**src/rtl/piece_sequencer.sv**
```systemverilog
// Falling-brick sequencer. It spawns the brick, applies gravity and player moves,
// commits only collision-free tries, and locks, clears and counts lines.
`timescale 1ns/1ps
`ifndef POS_LEN
`define POS_LEN 10
`endif
`ifndef DIR_LEN
`define DIR_LEN 2
`endif
`ifndef BRICK_LEN
`define BRICK_LEN 3
`endif

module piece_sequencer #(
  parameter int GRAVITY_TICKS = 32,
  parameter int SPAWN_X       = 6,
  parameter int SPAWN_Y       = 18,
  parameter int LINES_W       = 16
) (
  input  logic                  clk,
  input  logic                  rst_n,
  input  logic                  cmd_left,
  input  logic                  cmd_right,
  input  logic                  cmd_rot,
  input  logic                  cmd_soft,
  input  logic                  cmd_hard,
  input  logic [`BRICK_LEN-1:0] next_type,
  input  logic                  collided,
  input  logic [`POS_LEN-1:0]   drop_pos,
  input  logic [2:0]            num_to_clear,
  output logic [`POS_LEN-1:0]   cur_pos,
  output logic [`DIR_LEN-1:0]   cur_dir,
  output logic [`BRICK_LEN-1:0] cur_type,
  output logic [`POS_LEN-1:0]   try_pos,
  output logic [`DIR_LEN-1:0]   try_dir,
  output logic [`BRICK_LEN-1:0] try_type,
  output logic                  place_en,
  output logic                  clear_en,
  output logic [LINES_W-1:0]    lines,
  output logic                  game_over,
  output logic [2:0]            state_dbg
);
  localparam int PW = `POS_LEN;
  localparam int XW = PW / 2;
  localparam int YW = PW - XW;
  localparam int CW = (GRAVITY_TICKS > 2) ? $clog2(GRAVITY_TICKS) : 1;
  localparam logic [CW-1:0] CNT_TOP = CW'(GRAVITY_TICKS - 1);
  localparam logic [PW-1:0] SPAWN_POS = {XW'(SPAWN_X), YW'(SPAWN_Y)};
  localparam logic [`BRICK_LEN-1:0] BRICK_I = `BRICK_LEN'(1);
  localparam logic [LINES_W-1:0] LINES_MAX = '1;

  typedef enum logic [2:0] {
    S_SPAWN = 3'd0, S_SPAWN_CHK = 3'd1, S_IDLE = 3'd2, S_CHECK = 3'd3,
    S_LOCK = 3'd4, S_CLEAR = 3'd5, S_OVER = 3'd6
  } state_t;
  typedef enum logic {MK_NONE = 1'b0, MK_DOWN = 1'b1} move_t;

  state_t                state_q, state_d;
  move_t                 mk_q, mk_d;
  logic [CW-1:0]         cnt_q, cnt_d;
  logic                  tick_q, tick_d, tick_wrap;
  logic [PW-1:0]         cur_pos_q, cur_pos_d, try_pos_q, try_pos_d;
  logic [`DIR_LEN-1:0]   cur_dir_q, cur_dir_d, try_dir_q, try_dir_d;
  logic [`BRICK_LEN-1:0] cur_type_q, cur_type_d, try_type_q, try_type_d;
  logic                  place_q, place_d, clear_q, clear_d, over_q, over_d;
  logic [LINES_W-1:0]    lines_q, lines_d;
  logic [LINES_W:0]      lines_sum;
  logic [XW-1:0]         cur_x;
  logic [YW-1:0]         cur_y;

  assign cur_x     = cur_pos_q[PW-1:YW];
  assign cur_y     = cur_pos_q[YW-1:0];
  assign tick_wrap = (state_q != S_OVER) && (cnt_q == CNT_TOP);
  assign lines_sum = {1'b0, lines_q} + (LINES_W + 1)'(num_to_clear);

  always_comb begin
    state_d    = state_q;
    mk_d       = mk_q;
    cnt_d      = cnt_q;
    tick_d     = tick_q;
    cur_pos_d  = cur_pos_q;
    cur_dir_d  = cur_dir_q;
    cur_type_d = cur_type_q;
    try_pos_d  = try_pos_q;
    try_dir_d  = try_dir_q;
    try_type_d = try_type_q;
    place_d    = 1'b0;
    clear_d    = 1'b0;
    over_d     = over_q;
    lines_d    = lines_q;

    if (state_q != S_OVER) begin
      if (tick_wrap) begin
        cnt_d  = '0;
        tick_d = 1'b1;
      end else begin
        cnt_d = cnt_q + 1'b1;
      end
    end

    case (state_q)
      S_SPAWN: begin
        try_pos_d  = SPAWN_POS;
        try_dir_d  = '0;
        try_type_d = next_type;
        state_d    = S_SPAWN_CHK;
      end
      S_SPAWN_CHK: begin
        if (collided) begin
          over_d  = 1'b1;
          state_d = S_OVER;
        end else begin
          cur_pos_d  = try_pos_q;
          cur_dir_d  = try_dir_q;
          cur_type_d = try_type_q;
          state_d    = S_IDLE;
        end
      end
      S_IDLE: begin
        try_pos_d  = cur_pos_q;
        try_dir_d  = cur_dir_q;
        try_type_d = cur_type_q;
        mk_d       = MK_NONE;
        state_d    = S_CHECK;
        if (cmd_hard) begin
          try_pos_d  = try_pos_q;
          try_dir_d  = try_dir_q;
          try_type_d = try_type_q;
          cur_pos_d  = drop_pos;
          place_d    = 1'b1;
          state_d    = S_LOCK;
        end else if (cmd_rot) begin
          try_dir_d = cur_dir_q + 1'b1;
        end else if (cmd_left) begin
          try_pos_d = {cur_x - 1'b1, cur_y};
        end else if (cmd_right) begin
          try_pos_d = {cur_x + 1'b1, cur_y};
        end else if (cmd_soft || tick_q) begin
          try_pos_d = {cur_x, cur_y - 1'b1};
          mk_d      = MK_DOWN;
          // A tick landing in this same cycle re-arms rather than being lost.
          tick_d    = tick_wrap;
        end else begin
          try_pos_d  = try_pos_q;
          try_dir_d  = try_dir_q;
          try_type_d = try_type_q;
          mk_d       = mk_q;
          state_d    = S_IDLE;
        end
      end
      S_CHECK: begin
        mk_d    = MK_NONE;
        state_d = S_IDLE;
        if (!collided) begin
          cur_pos_d  = try_pos_q;
          cur_dir_d  = try_dir_q;
          cur_type_d = try_type_q;
        end else if (mk_q == MK_DOWN) begin
          place_d = 1'b1;
          state_d = S_LOCK;
        end
      end
      S_LOCK: begin
        clear_d = 1'b1;
        state_d = S_CLEAR;
      end
      S_CLEAR: begin
        lines_d = lines_sum[LINES_W] ? LINES_MAX : lines_sum[LINES_W-1:0];
        cnt_d   = '0;
        tick_d  = 1'b0;
        state_d = S_SPAWN;
      end
      default: ;
    endcase
  end

  always_ff @(posedge clk or negedge rst_n) begin
    if (!rst_n) begin
      state_q    <= S_SPAWN;
      mk_q       <= MK_NONE;
      cnt_q      <= '0;
      tick_q     <= 1'b0;
      cur_pos_q  <= SPAWN_POS;
      cur_dir_q  <= '0;
      cur_type_q <= BRICK_I;
      try_pos_q  <= SPAWN_POS;
      try_dir_q  <= '0;
      try_type_q <= BRICK_I;
      place_q    <= 1'b0;
      clear_q    <= 1'b0;
      over_q     <= 1'b0;
      lines_q    <= '0;
    end else begin
      state_q    <= state_d;
      mk_q       <= mk_d;
      cnt_q      <= cnt_d;
      tick_q     <= tick_d;
      cur_pos_q  <= cur_pos_d;
      cur_dir_q  <= cur_dir_d;
      cur_type_q <= cur_type_d;
      try_pos_q  <= try_pos_d;
      try_dir_q  <= try_dir_d;
      try_type_q <= try_type_d;
      place_q    <= place_d;
      clear_q    <= clear_d;
      over_q     <= over_d;
      lines_q    <= lines_d;
    end
  end

  assign cur_pos   = cur_pos_q;
  assign cur_dir   = cur_dir_q;
  assign cur_type  = cur_type_q;
  assign try_pos   = try_pos_q;
  assign try_dir   = try_dir_q;
  assign try_type  = try_type_q;
  assign place_en  = place_q;
  assign clear_en  = clear_q;
  assign lines     = lines_q;
  assign game_over = over_q;
  assign state_dbg = state_q;
endmodule

```
**config.mk**
```make
export PLATFORM = sky130hd
export DESIGN_NAME = piece_sequencer
export DESIGN_NICKNAME = d
export VERILOG_FILES = /design/src/rtl/piece_sequencer.sv
export SDC_FILE = /design/constraint.sdc
export NUM_CORES = 1
export LEC_CHECK = 0
export CAP_MARGIN = 15
export CORE_MARGIN = 5
export CORE_UTILIZATION = 50
export CTS_CLUSTER_DIAMETER = 100
export DETAILED_ROUTE_END_ITERATION = 7
export PLACE_DENSITY = 0.78
export SETUP_SLACK_MARGIN = 0.2
export SYNTH_ARGS = -nofsm -noshare
export SYNTH_HDL_FRONTEND = slang
export SYNTH_SLANG_ARGS = --single-unit
```
**constraint.sdc**
```tcl
create_clock -name clk -period 2.2 [get_ports clk]
set_clock_uncertainty 0.1 [all_clocks]
set_input_delay 0.33 -clock clk [delete_from_list [all_inputs] [get_ports clk]]
set_output_delay 0.33 -clock clk [all_outputs]
set_load 0.02 [all_outputs]
```
==> flow_metrics.env <==
export IMPL_nets=448
export IMPL_tightest_slew_ns=0.519
export IMPL_via_per_inst=5.67
export IMPL_cp_end_kind="output port"
export IMPL_cts_tree="yes"
export IMPL_drc=0
export IMPL_synth_area_sq_mm=0.00317
export IMPL_power_frac_seq=0.489
export IMPL_ys_async_sr_fraction=1.00
export IMPL_ys_seq_area_frac=0.470
export IMPL_final_cell_mix="67 x clkdlybuf4s50_1, 47 x dfrtp_1, 39 x nand2_1"
export IMPL_place_ws_ns=-0.292
export IMPL_place_gp_congestion=0.804
export IMPL_antenna_found_initial=0
export IMPL_status="finished, final reports clean"
export IMPL_wl_met3_um=469
export IMPL_required_ns=1.77
export IMPL_min_path_type="in2async"
export IMPL_track_usage=0.219
export IMPL_crit_path_max_fanout=3
export IMPL_p_clk_frac=0.447
export IMPL_htreeDepth=3
export IMPL_die_area_sq_mm=0.00803
export IMPL_wirelength_met1_um=3460
export IMPL_path_clk_slew_ns=0.07
export IMPL_pwr_share_comb=0.065
export IMPL_area_growth_pct=37.2
export IMPL_num_io_pins=76
export IMPL_switching_share=0.218
export IMPL_grt_pass1_wl_um=13600
export IMPL_fin_cells=497
export IMPL_synth_avg_cell_area_sq_um=9.84
export IMPL_vias=2819
export IMPL_clock_path_buffers=2
export IMPL_ir_worst_vdd_mv=0.366
export IMPL_cap_viol_max_count=0
export IMPL_p_leak_uw=0.00184
export IMPL_place_area_sq_mm=0.00412
export IMPL_arrival_ns=1.51
export IMPL_die_w_um=89.6
export IMPL_power_internal_uw=1750
export IMPL_grt_pass1_vias=2883
export IMPL_crit_type="reg2out"
export IMPL_wirelength_um=8000
export IMPL_p_sw_uw=488
export IMPL_grt_max_degree=25
export IMPL_crit_chain="clkdlybuf4s50_1"
export IMPL_dp_hpwl_um=5950
export IMPL_synth_distinct_cells=53
export IMPL_worstSkewPairLatency_ns=0.34
export IMPL_stdcell_area_sq_mm=0.00435
export IMPL_hold_violations=0
export IMPL_die_h_um=89.6
export IMPL_setup_viol=0
export IMPL_critPathBufInv=1
export IMPL_fin_ws_ns=0.256
export IMPL_ys_flop_type="dfrtp_1"
export IMPL_slowest_delay_ns=0.62
export IMPL_relSlewSlack=0.652
export IMPL_maxSlewViolCount=0
export IMPL_diodes=0
export IMPL_period_minus_slack_ns=1.94
export IMPL_dp_cells=479
export IMPL_wl_per_cell_um=16.1
export IMPL_cts_sinks=59
export IMPL_cpMaxStageDelayCell="clkdlybuf4s50_1"
export IMPL_layout_commonest_cell="clkdlybuf4s50_1"
export IMPL_power_density_mw_per_mm2=515
export IMPL_fin_crit_sh=0.884
export IMPL_dr_pass1_iters=4
export IMPL_ys_warn_count=0
export IMPL_start_util=0.508
export IMPL_cp_start_kind="flop"
export IMPL_syn_nets=355
export IMPL_top_layer_used="met4"
export IMPL_port_buffers=75
export IMPL_max_freq_mhz=514
export IMPL_overflow=0
export IMPL_synth_edf_count=0
export IMPL_final_layout_size_suffix_gt1_frac=0.160
export IMPL_clockRootBuffer="clkbuf_8"
export IMPL_core_area_sq_mm=0.00624
export IMPL_placementRows=29
export IMPL_ys_ff_latch=59
export IMPL_drtAntennaViolNets=0
export IMPL_first_iter_violations=174
export IMPL_path_delay_family="buffers and inverters"
export IMPL_cts_made_buffers=9
export IMPL_synthCells=322
export IMPL_rsz0062_at_grt="true"
export IMPL_wl_met2_um=3960
## worst register-to-register path, cell delays in order, from the launching register on
cell and delay (ns):
dfrtp_2 0.40, ha_4 0.14, inv_1 0.04, fa_2 0.35, nor2b_2 0.14, buf_4 0.13
o21ai_0 0.09, or4_1 0.40, nand3_1 0.09
## logic make-up after synthesis
group | count (synthesis) | synth area share
and+or+nand+nor | 108 | 0.184
AOI/OAI and AO/OA | 83 | 0.162
DFF | 59 | 0.470
buffers and inverters | 27 | 0.0367
muxes | 20 | 0.0656
xor gates and xnor gates | 16 | 0.0442
adders and majority gates | 9 | 0.0379
## final cells by class
cell class,instances,area (sq um)
clock inverters,2,35.0
repair buffers,97,928
fillers,515,1900
clock buffers,14,163
multi-input cells,236,1590
inverters,12,45.0
well taps,77,96.3
flip-flops and latches,59,1490
## power groups by stage
| stage | clock [uW] | sequential [uW] | combinational (uW) |
|---|---|---|---|
| finish | 1000 | 1090 | 145 |
| CTS | 1020 | 1090 | 147 |
| global placement | 0 | 1110 | 140 |
| global route | 1060 | 1090 | 160 |
| floorplan | 0 | 1120 | 45.5 |
| detailed placement | 0 | 1110 | 146 |
## metrics by stage
stage	TNS, ns	utilization	power [uW]	hold WS [ns]
after floorplan	0	-	1160	-0.0656
after global placement	-1.58	0.661	1250	0.146
after detailed placement	-2.61	0.661	1260	0.149
after CTS	0	0.695	2260	0.335
after global routing	0	0.696	2320	0.377
final	0	0.696	2240	0.325
## path summary, 6_finish.rpt
check | startpoint | slack [ns] | cells past startpoint | endpoint
min | rst_n | 0.33 | 2 | state_dbg[1]
min in group clk | game_over | 0.37 | 1 | game_over
min reg2reg | game_over | 0.37 | 1 | game_over
max | cur_pos[4] | 0.26 | 1 | cur_pos[4]
max reg2reg | lines[0] | 0.26 | 8 | lines[10]
max in group asynchronous | rst_n | 1.00 | 3 | try_type[0]
## state kept, by name (all words and copies together) (netlist names), 2 cells and up
name and flops:
lines 16, cur_pos 10, try_pos 10, cnt_q 5
cur_type 3, state_dbg 3, try_type 3, cur_dir 2
try_dir 2
## metal layers
layer,GRT usage,vias to the layer above
met2,0.360,83
met5,0,-
li1,-,1352
met3,0.0484,12
met1,0.276,1372
met4,0.0961,0
## what timing repair did
action	4_1_cts	5_1_grt
pin swaps	1	0
hold endpoints to repair	13	0
resized for setup	5	5
setup buffers	1	0
setup endpoints to repair	14	9
gates cloned	0	0
hold buffers	1	0
## synthesized netlist by cell type (2+ instances only)
master / number / share of area
xnor2_1: 8 / 0.022
nand2_1: 41 / 0.049
mux2_2: 6 / 0.021
nand3_1: 13 / 0.021
and2_1: 3 / 0.0059
or4_1: 2 / 0.0047
o211ai_1: 3 / 0.0071
nor2_1: 14 / 0.017
ha_1: 8 / 0.032
o311ai_0: 2 / 0.0055
a211o_1: 2 / 0.0055
dfrtp_1: 49 / 0.39
and3_1: 3 / 0.0059
o22a_1: 3 / 0.0083
mux2i_1: 14 / 0.044
nand2b_1: 2 / 0.0039
xor2_1: 8 / 0.022
buf_2: 5 / 0.0079
inv_1: 12 / 0.014
o21ai_0: 35 / 0.055
a31o_2: 2 / 0.0055
nor3_1: 4 / 0.0063
a22oi_1: 4 / 0.0095
nand4b_1: 2 / 0.0055
a31oi_1: 6 / 0.012
nand4_1: 4 / 0.0079
clkbuf_1: 8 / 0.0095
o31ai_1: 4 / 0.0095
a21oi_1: 14 / 0.022
nor3b_2: 2 / 0.0079
dfstp_2: 10 / 0.083
nor2b_1: 6 / 0.012
or3_1: 2 / 0.0039
nor4b_1: 2 / 0.0055
No activity file was read; power rests on OpenSTA's default activity.
==> edit 1 (same settings) <==
Register the input `next_type` before use, cleared by the reset. The logic sees it one clock later. The other inputs are not delayed to match.
--- a/src/rtl/piece_sequencer.sv
+++ b/src/rtl/piece_sequencer.sv
@@ -56,4 +56,14 @@
   typedef enum logic {MK_NONE = 1'b0, MK_DOWN = 1'b1} move_t;
 
+  logic [`BRICK_LEN-1:0] next_type_q;
+
+  always_ff @(posedge clk or negedge rst_n) begin
+    if (!rst_n) begin
+      next_type_q <= '0;
+    end else begin
+      next_type_q <= next_type;
+    end
+  end
+
   state_t                state_q, state_d;
   move_t                 mk_q, mk_d;
@@ -103,5 +113,5 @@
         try_pos_d  = SPAWN_POS;
         try_dir_d  = '0;
-        try_type_d = next_type;
+        try_type_d = next_type_q;
         state_d    = S_SPAWN_CHK;
       end
Behaviour: not the same (a bounded check fails within 4 cycles, from zero or initial values and one cycle with rst_n low).
==> edit 1 against the unedited design <==
Via count decreased by 2.1%; non-clock buffer count fell by 1; design area increased by 3.3%; final cell count decreased by 0.80%; sequential cell count is 3 higher; count of clock-buffer cells in the layout decreased by 4; routed wire length down 5.8%; area after synthesis grew 3.4%; worst setup slack worse by 0.018 ns.
Power is not compared: it rests on default switching activity, and its combinational part moved more than twofold at a synthesized area within 25%.
==> edit 1: results (changes against the unedited design) <==
Yosys
  • Synth warnings: 0 (unchanged)
  • Synth cell types: 58 (+9.4%)
  • Syn avg cell area: 10.2 µm² (+4.0%)
  • Most frequent cells after synthesis: dfrtp_1 (52), nand2_1 (34), o21ai_0 (27), nor2_1 (19), nand3_1 (15)
  • Syn_nets: 353 (-0.56%)
  • Leading area contributor after synthesis: dfrtp_1
  • Synth area leaders: dfrtp_1 (40%), dfstp_2 (8.0%), mux2i_1 (4.3%), o21ai_0 (4.1%), nand2_1 (3.9%)
  • Post-synthesis sequential area ratio: 47.7% (+0.75 points)

Placed design
  • DP Worst Slack: -0.242 ns (+0.0498 ns)
  • Routability cong.: 0.795 (-1.2%)
  • DP HPWL: 5440 µm (-8.5%)
  • Cells after DPL: 472 (-1.5%)
  • Dpl cell area: 4190 µm² (+1.5%)

Worst setup path
  • Crit path DAT: 1.53 ns (+0.02 ns)
  • Top Family by Delay on Critical Path: buffers and inverters
  • Critical path peak fanout: 5 (+2)
  • CP peak stage delay: 0.64 ns (+0.02 ns)

Timing
  • Slew headroom: 63.3% (-1.9 points)
  • Finish-stage setup viols: 0 (unchanged)

Drt
  • Drt first pass iters: 4 (unchanged)
  • Routed Antenna Nets: 0 (unchanged)
  • DRT iter0 DRCs: 81 (-53%)
  • WL/cell: 15.3 µm (-5.1%)
  • Routed vias: 2759 (-2.1%)

Clocking
  • Worst-case clock buffer depth: 2 (unchanged)
  • Reg clk slew, reported paths: 0.07 ns (about the same)
  • Worst skew pair latency: 0.33 ns
  • CTS root buf: clkbuf_8

Cells and area
  • Final nets: 444 (-0.89%)
  • Finished Layout Cells: 493 (-0.80%)
  • Max reg flops: 16 (unchanged)
  • Share of cells above drive strength 1: 18.0% (+2.1 points)

Global routing
  • GR Layer Usage met2: 29.3% (-6.8 points)
  • GR Layer Usage met1: 24.8% (-2.9 points)
  • First-pass GRT wire length: 12800 µm (-5.8%)
  • Vias in the first global route: 2689 (-6.7%)
  • Overall global routing resource usage: 18.4% (-3.4 points)
  • Antenna violations before repair: 0 (unchanged)
  • Total global routing overflow: 0 (unchanged)
  • Met3 usage: 4.79% (-0.042 points)
  • Maximum number of pins on one net before global-route repair: 42 (+68%)

Min path
  • Worst min-delay path class: in -> reg

Run status
  • Status: finished clean
edit 1: power by group:
group          switching, mW  internal (mW)  leakage, nW
registers              0.425           1.63        0.762
logic                   1.57           1.50         1.11
clock network          0.445          0.664        0.108
edit 1: per-layer routing:
| metal | up-vias | share of wire, % |
|---|---|---|
| li1 | 1343 | - |
| met3 | 8 | 6.0 |
| met1 | 1332 | 44 |
| met2 | 76 | 48 |
| met5 | - | 0 |
| met4 | 0 | 1.2 |
edit 1: final cells by class:
cell class	count	area, µm²
clock buffers	10	138
clock inverters	6	85.1
fillers	465	1860
inverters	10	37.5
multi-input cells	232	1630
flip-flops and latches	62	1570
well taps	77	96.3
repair buffers	96	940
edit 1: final timing paths:
check                      depth (start not counted)              startpoint                  endpoint  slack, ns
max reg2reg                                        7    lines[0]$_DFFE_PN0P_     lines[14]$_DFFE_PN0P_       0.28
max in group asynchronous                          3                   rst_n    cur_pos[7]$_DFFE_PN1P_       0.94
max                                                1  cur_pos[1]$_DFFE_PN1P_                cur_pos[1]       0.24
min in group asynchronous                          2                   rst_n      cnt_q[0]$_DFFE_PN0P_       0.40
min                                                1            next_type[2]  next_type_q[2]$_DFF_PN0_       0.33
min reg2reg                                        1   game_over$_DFFE_PN0P_     game_over$_DFFE_PN0P_       0.37
edit 1: logic make-up (layout without fill, tap and decap cells):
group           Yosys count  in the layout  synth area share [%]
buf+inv                  26            122                  3.97
xor+xnor                 13             13                  3.48
simple gates            112            112                  18.4
flops                    62             62                  47.7
compound gates           78             78                  16.4
mux                      20             20                  6.34
fa+ha+maj                 9              9                  3.67
edit 1: what timing repair did:
item,CTS,global route
setup endpoints to repair,10,10
hold buffers,1,0
resized for setup,7,7
hold endpoints to repair,19,0
buffers inserted,4,0
cloned,0,0
pin swaps,4,4
==> edit 2 (config.mk and constraints unchanged) <==
Made on the original files. `LINES_W`: 16 -> 20.
--- a/src/rtl/piece_sequencer.sv
+++ b/src/rtl/piece_sequencer.sv
@@ -16,5 +16,5 @@
   parameter int SPAWN_X       = 6,
   parameter int SPAWN_Y       = 18,
-  parameter int LINES_W       = 16
+  parameter int LINES_W       = 20
 ) (
   input  logic                  clk,
Ports: changed (resized lines); port bits go from 76 to 80. No check against the original RTL was run, so the function may have changed too.
==> edit 2 against the unedited design <==
Sequential cell count up 4; area after synthesis up 7.3%; fmax down 1.1%; final cell count up 3.0%; routed wire length up 7.7%; critical path type is now reg -> reg; via count up 2.8%; design area up 7.5%; non-clock buffer count up 10; core utilization down 0.093 points; worst setup slack worse by 0.022 ns; worst hold slack better by 0.063 ns.
Power is not compared: it rests on default switching activity, and its combinational part moved more than twofold at a synthesized area within 25%.
==> edit 2: results (changes against the unedited design) <==
Global routing
  • Antenna violations before repair: 0 (unchanged)
  • First-pass GRT wire length: 14500 µm (+6.2%)
  • GR Layer Usage met2: 33.3% (-2.7 points)
  • Met3 usage: 5.85% (+1.0 points)
  • Overall global routing resource usage: 21.3% (-0.56 points)

Placed design
  • DP HPWL: 6200 µm (+4.3%)
  • Port Buf Inserts: 79 (+5.3%)
  • Routability cong.: 0.812 (+0.97%)

Cells and area
  • Clock network area share: 4.79% (+0.24 points)
  • Logic inverters: 9 (-3)
  • Fraction of area in non-clock buffers: 21.8% (+0.43 points)
  • Bufs w/o clock: 107 (+10%)
  • Fill cell count: 517 (+0.39%)
  • Share of cells above drive strength 1: 18.1% (+2.1 points)
  • Fraction of area in multi-input gates: 36.4% (-0.061 points)
  • Max reg flops: 20 (+4)
  • Final nets: 460 (+2.7%)
  • Storage cell area: 1590 µm² (+6.8%)
  • Number of multi-input logic gates: 237 (+0.42%)

Run status
  • Status: finished clean

Yosys
  • Syn_nets: 358 (+0.85%)
  • Share of the synthesized area in the top cell type: 39.0% (+0.29 points)
  • Synth area leaders: dfrtp_1 (39%), dfstp_2 (7.7%), mux2_2 (4.0%), mux2i_1 (3.2%), nand2_1 (3.1%)
  • Xor and xnor area share after synthesis: 4.12% (-0.30 points)
  • Synth cell types: 61 (+15%)
  • Post-Synth Adder-Cell Area: 3.53% (-0.26 points)
  • Seq cells post-synth: 63 (+6.8%)
  • Most frequent cells after synthesis: dfrtp_1 (53), nand2_1 (28), nand3_1 (19), o21ai_0 (17), nor2_1 (13)
  • Mux cell area share after synthesis: 7.87% (+1.3 points)

Power
  • Clk pwr share: 18.5%

Worst setup path
  • Worst r2r path cells: 6 (-2)
  • CP startpoint: lines[0]$_DFFE_PN0P_
  • Critical Path End Type: register
  • Crit path DAT: 2.09 ns (+0.58 ns)
  • Critical R2R Capture: lines[16]$_DFFE_PN0P_
  • Reg2Reg Setup Slack: 0.23 ns (-0.02 ns)

Drt
  • Top layer in use: met4
  • DRT iter0 DRCs: 110 (-37%)
  • DRT Wirelength: 8610 µm (+7.7%)
  • Wl on met1: 3820 µm (+10%)
  • Met3 WL post-DR: 543 µm (+16%)
  • Routed wl met2: 4150 µm (+4.8%)

Min path
  • Worst min-delay path class: reg -> reg

Clocking
  • PostCTS Resize Cnt: 4 (-1)
  • Post CTS Setup Buffer Count: 0 (-1)

Timing
  • Slew headroom: 60.9% (-4.4 points)
==> edit 2: cell types whose count changed after synthesis, sizes merged, moves of 4 or more <==
cell	delta
a22oi	-4
buf	+4
dfrtp	+4
mux2	+8
nand2	-13
nand2b	+6
nand3	+7
nor2b	-4
o21ai	-18
o2bb2ai	+7
==> edit 2: worst max-delay path, cell delays in order, from the launching register on <==
cell and delay (ns):
dfrtp_2 0.41, ha_1 0.21, fa_2 0.37, a21oi_2 0.21, nor3_4 0.09, nand4_1 0.11, mux2_1 0.33
==> edit 2: metrics by stage <==
step / cells / utilization (%) / setup WS, ns / area (µm²) / hold slack (ns)
finish: 512 / 69.5 / 0.234 / 4670 / 0.389
detailed placement: 495 / 65.9 / -0.102 / 4430 / 0.259
floorplan: 325 / - / 0.209 / 3410 / -0.0656
global placement: 495 / 65.9 / -0.0709 / 4430 / 0.255
CTS: 512 / 69.4 / 0.181 / 4660 / 0.396
global route: 512 / 69.5 / 0.162 / 4670 / 0.435
